$ cat config.mk
export PLATFORM = sky130hd
export DESIGN_NAME = sticky_ff_bank
export DESIGN_NICKNAME = d
export VERILOG_FILES = /design/src/rtl/sticky_ff_bank.sv
export SDC_FILE = /design/constraint.sdc
export NUM_CORES = 1
export LEC_CHECK = 0
export ABC_AREA = 1
export CORE_AREA = 5 5 56 48
export CTS_CLUSTER_SIZE = 14
export DETAILED_ROUTE_END_ITERATION = 12
export DIE_AREA = 0 0 61 53
export GPL_ROUTABILITY_DRIVEN = 1
export PLACE_DENSITY = 0.9
export SETUP_SLACK_MARGIN = 0.1
export SLEW_MARGIN = 20
export SYNTH_ARGS = -nofsm -noshare
export SYNTH_HDL_FRONTEND = slang
export SYNTH_SLANG_ARGS = --single-unit
$ cat constraint.sdc
create_clock -name CK -period 3.56 [get_ports CK]
set_input_delay 0.89 -clock CK [delete_from_list [all_inputs] [get_ports CK]]
set_output_delay 0.89 -clock CK [all_outputs]
set_load 0.02 [all_outputs]
$ cat src/rtl/sticky_ff_bank.sv
// Bank of N sticky/plain flags with a first-set index capture
// and a saturating count of cycles in which any flag newly rises.
module sticky_ff_bank #(
    parameter int N    = 8,
    parameter int CW   = 4,
    parameter int MODE = 1
) (
    input  logic                 CK,
    input  logic                 RSTN,
    input  logic [N-1:0]         D,
    input  logic [N-1:0]         CLR,
    input  logic                 CNT_CLR,
    output logic [N-1:0]         Q,
    output logic                 ANY,
    output logic [$clog2(N)-1:0] FIRST,
    output logic                 FIRST_VLD,
    output logic [CW-1:0]        CNT
);

    localparam int FW = $clog2(N);
    localparam logic [CW-1:0] CMAX = '1;

    logic [N-1:0]  q_q, q_d;
    logic [N-1:0]  dd_q, dd_d;
    logic [FW-1:0] first_q, first_d;
    logic          vld_q, vld_d;
    logic [CW-1:0] cnt_q, cnt_d;
    logic [N-1:0]  set_v;
    logic [N-1:0]  ns;
    logic [FW-1:0] low;

    always_comb begin
        dd_d  = '0;
        set_v = D;
        q_d   = D;
        if (MODE == 2) begin
            dd_d  = D;
            set_v = D & ~dd_q;
        end
        if (MODE != 0) begin
            // Set wins over a same-cycle clear.
            q_d = set_v | (q_q & ~CLR);
        end
        ns = ~q_q & q_d;
    end

    always_comb begin
        low = '0;
        for (int i = N - 1; i >= 0; i--) begin
            if (ns[i]) begin
                low = FW'(i);
            end
        end
    end

    always_comb begin
        first_d = first_q;
        vld_d   = vld_q;
        if (q_d == '0) begin
            first_d = '0;
            vld_d   = 1'b0;
        end else if (!vld_q && ns != '0) begin
            first_d = low;
            vld_d   = 1'b1;
        end
    end

    always_comb begin
        cnt_d = cnt_q;
        if (CNT_CLR) begin
            // Keep an event that lands on the clearing cycle.
            cnt_d = (ns != '0) ? CW'(1) : '0;
        end else if (ns != '0 && cnt_q != CMAX) begin
            cnt_d = cnt_q + CW'(1);
        end
    end

    always_ff @(posedge CK) begin
        if (!RSTN) begin
            q_q     <= '0;
            dd_q    <= '0;
            first_q <= '0;
            vld_q   <= 1'b0;
            cnt_q   <= '0;
        end else begin
            q_q     <= q_d;
            dd_q    <= dd_d;
            first_q <= first_d;
            vld_q   <= vld_d;
            cnt_q   <= cnt_d;
        end
    end

    assign Q         = q_q;
    assign ANY       = |q_q;
    assign FIRST     = first_q;
    assign FIRST_VLD = vld_q;
    assign CNT       = cnt_q;

endmodule

# Word-level counts from Yosys, hierarchy flattened
# Cells that the tools add are included.
# totals
reg_bits	16
input_bits	19
wordCells	31
# classes
n_eq_ne	1
reduce_logical	8
n_bitwise	6
add_sub_neg	1
mux	11
# ops
cell	count
$mux 3	8
$and 8x8->8	2
$not 8->8	2
$logic_not 8->1	1
$mux 4	2
$or 8x8->8	1
$reduce_bool 8->1	1
$reduce_or 8->1	1
$add 4x1->4 const B	1
$ne 4x4->1 const B	1
$logic_and 1x1->1	2
$reduce_bool 2->1	1
$reduce_or 2->1	1
$logic_not 1->1	1
$mux 1	1
$not 1->1	1

# Longest topological paths before layout
# Gate-level depths: netlist of the first run.
# depth
ltp_word	12
ltp_mapped	11
mapped_depth_nobuf	11

# Least setup slack after synthesis of the first run
# Ideal clock, no wire load.
# synth_path
path_kind	flip-flop to output port
from	register q_q[3], in the netlist Q[3]
to	output ANY
t_required_ns	2.670
arrival_time_ns	0.826
path_slack_ns	1.844
path_stages_with_launch	3
path_cell_list	dfxtp_1 nor4_1 nand2_1
# synth_between
elab_chain_cells	1
# synth_rtl
element	line_no	text
start, declared	23	logic [N-1:0] q_q, q_d;
start signal, assigned	86	q_q <= q_d;
$reduce_or 8->1	95	assign ANY = |q_q;
end, declared	14	output logic ANY,
# No other way between the ends.

# Final worst setup path of the first run
# layout_path
from	register q_q[1], in the netlist Q[1]
to	output ANY
# The elaborated chain is that of the path after synthesis.

==> metrics.csv, run 1 <==
metric,value,unit
status,"complete, no violations",
estimated wirelength of the detail-placed design,1660,um
via-per-instance ratio,4.56,
# hold bufs at CTS,0,
Synth Instances,121,
antenna cells,0,
CTS root buffer,clkbuf_4,
CTS tree,done,
register area share after synthesis,0.374,
Clock Latency Late Sink,0.28,ns
flip-flop and latch count after synthesis,16,
max cap viols,0,
Max Buffers Root-to-Sink,2,
number of instances in the placed design,180,
worst hold path type,reg2reg,
RSZ-0062 raised after global routing,no,
required time worst endpoint,2.67,ns
worst-path cell chain,"nor4_1, nand2_1, clkdlybuf4s50_1",
crit path buf inv count,1,
WP data arrival,1.65,ns
Final Max Tran Viols,0,
Power Density,328,nW/um^2
CP endpoint kind,output port,
first-pass GRT wire length,3440,um
Starting Density,0.415,
gr ovfl total,0,
RePlAce Congestion,0.782,
number of port buffers,35,
GRT Overall Usage,0.144,
Final period util,0.715,
crit path max fanout,3,
H-Tree Level Count,1,
warnings from Yosys,0,
clock slew at reported path FFs,0.09,ns
share of the synthesized area in the top cell type,0.374,
wire per inst,10.9,um
Remaining DRCs,0,
DR iter-0 viols,31,
final setup TNS,0,ns
CP peak stage delay,0.55,ns
final-report setup violation count,0,
Final #Nets,180,
Setup crit start kind,register,
DP Area,1230,sq um
fmax,393,MHz
clock skew,0.00244,ns
P_leak,0.572,nW
largest net degree at the start of global routing,12,
P&R area growth vs syn,45.9,%
TritonCTS Sinks,16,
"delay-heaviest family, CP",buffers and inverters,
reg2reg setup slack,2.24,ns
post-synth cell types,24,
"commonest cells after routing, fill and taps aside","clkdlybuf4s50_1 (35), nor2_1 (29), nand2_1 (17), dfxtp_1 (16), inv_1 (14)",
post_cts resized,0,
Critical Path Slowest Stage Cell,clkdlybuf4s50_1,
Max-Slew Margin vs Limit,0.760,
synth top area cells,"dfxtp_1 (37%), nor2_1 (13%), nand2_1 (7.5%), inv_1 (6.1%), nand2_4 (3.9%)",
Post-CTS Setup Bufs,0,
vias in the first global route,787,
WL final,1990,um
Tmin final,2.54,ns
"commonest non-fill, non-tap cell in the layout",clkdlybuf4s50_1,
TritonCTS buffer count,3,
vias,835,
average cell area after synthesis,7.07,sq um
Ports,36,
Die ar.,3230,sq um
die width,61,um
initial antenna violation count,0,
First-pass DRT Iterations,4,
Synthesized Nets,141,
post-route ant nets,0,
Slew @ Worst Pin,0.357,ns
Peak VDD IR,0.000208,V
Fin. Hold Viols,0,
Crit Path Category,reg2out,
Final Cell Area,1250,sq um
mapped cell area,856,sq um
Synth area leader,dfxtp_1,
Rows,15,
die height,53,um
Core Region,2060,sq um
Non-Filler Instances,183,
layout cells sized above 1,0.139,
==> per-stage QoR <==
step	power, mW	util	hold WS, ns	setup slack, ns
5_1_grt	0.435	0.605	0.554	0.884
3_3_place_gp	0.319	0.594	0.498	1.34
4_1_cts	0.412	0.605	0.513	1.02
3_5_place_dp	0.321	0.594	0.488	1.31
2_1_floorplan	0.268	-	0.571	1.84
6_report	0.409	0.605	0.510	1.02
==> Yosys cell counts <==
master and instances:
dfxtp_1 16, nor2_8 1, o21ai_0 2, nor2_2 2
nand2_4 3, a21oi_1 6, buf_6 1, and3_1 1
inv_1 14, nor3_1 1, a21oi_2 1, inv_2 5
nand4_1 2, nor2_1 29, nor4_1 2, clkinv_1 1
o21ai_1 5, ha_1 1, nand2_2 4, nand2_1 17
nand3_1 3, nand3_4 1, nor2_4 2, o21bai_1 1
==> flip-flops by register name (all words and copies together), names as in the netlist <==
register and cells:
Q 8, CNT 4, FIRST 3, FIRST_VLD 1
==> path summary, 6_finish.rpt <==
kind	start	end	depth (start not counted)
max reg2reg	Q[4]	CNT[0]	10
max	Q[1]	ANY	3
min	FIRST[2]	FIRST[2]	2
min reg2reg	FIRST[2]	FIRST[2]	2
==> per-layer routing <==
layer  global-route usage  vias up  routed length, um
met2                0.221       27                923
met4               0.0722        0                 13
met1                0.184      355                912
met3               0.0366        2                137
li1                     -      451                  -
met5                    0        -                  0
==> logic make-up after synthesis <==
kind of cell    synth area share
buf+inv                    0.101
fa+ha+maj                 0.0146
compound gates            0.0950
simple gates               0.415
flops                      0.374
==> tightest hold or removal path: cells and delay by family, from the launching register on <==
kind | cells | cell delay [ns]
compound gates | 1 | 0.05
flops | 1 | 0.35
simple gates | 1 | 0.08
==> where the power goes <==
part           total [mW]  switching (mW)  internal [mW]  leakage (nW)
Combinational       0.116          0.0597         0.0566         0.425
Clock              0.0929          0.0536         0.0393        0.0138
Sequential          0.200         0.00976          0.190         0.133
==> area by class of cell <==
class | count | area [sq um]
multi-input combinational | 84 | 449
clock buffer | 3 | 22.5
inverter | 20 | 75.1
fill | 187 | 816
sequential | 16 | 320
tap | 25 | 31.3
timing repair buffer | 35 | 350
Note: power is estimated with default switching activity, not from simulation.
==> inputs of run 2 (changes only) <==
--- a/config.mk
+++ b/config.mk
@@ -6,12 +6,12 @@
 export NUM_CORES = 1
 export LEC_CHECK = 0
 export ABC_AREA = 1
-export CORE_AREA = 5 5 56 48
+export CORE_AREA = 5 5 60 52
 export CTS_CLUSTER_SIZE = 14
 export DETAILED_ROUTE_END_ITERATION = 12
-export DIE_AREA = 0 0 61 53
+export DIE_AREA = 0 0 65 57
 export GPL_ROUTABILITY_DRIVEN = 1
-export PLACE_DENSITY = 0.9
+export PLACE_DENSITY = 0.82
 export SETUP_SLACK_MARGIN = 0.1
 export SLEW_MARGIN = 20
 export SYNTH_ARGS = -nofsm -noshare
==> constraint.sdc (replaced) <==
create_clock -name CK -period 2.3 [get_ports CK]
set_input_delay 0.575 -clock CK [delete_from_list [all_inputs] [get_ports CK]]
set_output_delay 0.575 -clock CK [all_outputs]
set_load 0.02 [all_outputs]
==> run 2 against run 1 <==
  * Hold slack got worse by 0.016 ns
  * Global-route usage decreased by 1.6 points
  * Flip-flop and latch count unchanged
  * Non-clock buffer count unchanged
  * Setup slack got worse by 0.62 ns
  * Highest routed layer unchanged
==> metrics.csv, run 2 (synthesized netlist as in run 1, its figures left out) <==
metric,value,unit,change
Critical Path Slowest Stage Cell,clkdlybuf4s50_1,,unchanged
fmax,524,MHz,
GRT Overall Usage,0.127,,was 0.144
CP endpoint kind,output port,,unchanged
via-per-instance ratio,4.69,,was 4.56
first-pass GRT wire length,3680,um,was 3440 um
CTS tree,done,,unchanged
max cap viols,0,,unchanged
Starting Density,0.338,,was 0.415
die width,65,um,was 61 um
final core utilization,0.498,,was 0.605
H-Tree Level Count,1,,unchanged
WP data arrival,1.33,ns,was 1.65 ns
status,"complete, no violations",,unchanged
Die ar.,3710,sq um,was 3230 sq um
vias in the first global route,894,,was 787
P_leak,0.574,nW,was 0.572 nW
layout cells sized above 1,0.146,,was 0.139
Setup crit start kind,register,,unchanged
WL final,2070,um,was 1990 um
TritonCTS buffer count,3,,unchanged
vias,872,,was 835
antenna cells,0,,unchanged
number of instances in the placed design,183,,was 180
Tmin final,1.91,ns,
Non-Filler Instances,186,,was 183
number of port buffers,35,,unchanged
"commonest cells after routing, fill and taps aside","clkdlybuf4s50_1 (34), nor2_1 (29), nand2_1 (17), dfxtp_1 (16), inv_1 (14)",,"was clkdlybuf4s50_1 (35), nor2_1 (29), nand2_1 (17), dfxtp_1 (16), inv_1 (14)"
Final Max Tran Viols,0,,unchanged
Max Buffers Root-to-Sink,2,,unchanged
Core Region,2530,sq um,was 2060 sq um
First-pass DRT Iterations,4,,unchanged
"commonest non-fill, non-tap cell in the layout",clkdlybuf4s50_1,,unchanged
crit path max fanout,4,,was 3
Crit Path Category,reg2out,,unchanged
crit path buf inv count,1,,unchanged
worst-path cell chain,clkdlybuf4s50_1,,"was nor4_1, nand2_1, clkdlybuf4s50_1"
initial antenna violation count,0,,unchanged
estimated wirelength of the detail-placed design,1750,um,was 1660 um
Final #Nets,180,,unchanged
Ports,36,,unchanged
worst hold path type,reg2reg,,unchanged
Rows,17,,was 15
max FFs per register,8,,unchanged
largest net degree at the start of global routing,12,,unchanged
required time worst endpoint,1.73,ns,was 2.67 ns
DR iter-0 viols,36,,was 31
Power Density,504,nW/um^2,was 328 nW/um^2
"delay-heaviest family, CP",buffers and inverters,,unchanged
gr ovfl total,0,,unchanged
Max-Slew Margin vs Limit,0.756,,was 0.760
clock slew at reported path FFs,0.09,ns,about the same
P&R area growth vs syn,47.4,%,was 45.9%
RSZ-0062 raised after global routing,no,,unchanged
RePlAce Congestion,0.815,,was 0.782
Remaining DRCs,0,,unchanged
PnR worst setup slack,0.392,ns,was 1.02 ns
post-route ant nets,0,,unchanged
wire per inst,11.1,um,was 10.9 um
pre-CTS setup slack,0.347,ns,was 1.31 ns
TritonCTS Sinks,16,,unchanged
Final period util,0.830,,
Clock Latency Late Sink,0.28,ns,about the same
Peak VDD IR,0.000318,V,was 0.000208 V
Post-CTS Setup Bufs,0,,unchanged
final setup TNS,0,ns,unchanged
fillers,262,,was 187
die height,57,um,was 53 um
final-report setup violation count,0,,unchanged
CP peak stage delay,0.64,ns,was 0.55 ns
Slew @ Worst Pin,0.366,ns,was 0.357 ns
Fin. Hold Viols,0,,unchanged
clock skew,0.00282,ns,was 0.00244 ns
CTS root buffer,clkbuf_4,,unchanged
run 2: layer usage:
layer | GRT usage | vias up | wire, um
li1 | - | 457 | -
met1 | 0.150 | 387 | 922
met2 | 0.207 | 26 | 958
met3 | 0.0591 | 2 | 169
met4 | 0.0392 | 0 | 19
met5 | 0 | - | 0
run 2: layout make-up:
type	instances	area [sq um]	share of cell area
repair buffers	35	353	0.280
multi-input cells	84	455	0.361
clock buffers	3	22.5	0.0179
inverters	20	75.1	0.0595
well taps	28	35.0	0.0278
flip-flops and latches	16	320	0.254
run 2: stage by stage:
stage / power, mW / hold WS, ns / area, sq um
after floorplan: 0.414 / 0.571 / 856
final: 0.635 / 0.494 / 1260
after CTS: 0.647 / 0.501 / 1260
after global routing: 0.684 / 0.537 / 1260
after global placement: 0.494 / 0.493 / 1230
after detailed placement: 0.498 / 0.481 / 1230
run 2: power breakdown:
part	leakage (nW)	switching, mW	internal (mW)
Combinational	0.427	0.0920	0.0880
Clock	0.0138	0.0838	0.0608
Sequential	0.133	0.0161	0.294
Total	0.574	0.192	0.443
run 2: path summary, 6_finish.rpt:
path,start,slack [ns],cells after the start,endpoint
setup / recovery,Q[2],0.39,1,Q[2]
hold reg to reg,FIRST[2],0.49,2,FIRST[2]
hold / removal,FIRST[2],0.49,2,FIRST[2]
setup reg to reg,Q[0],1.01,9,CNT[2]
run 2: repair_timing:
item / CTS / global route
cloned: 0 / 0
hold buffers: 0 / 0
resized for setup: 1 / 1
setup endpoints to repair: 1 / 1
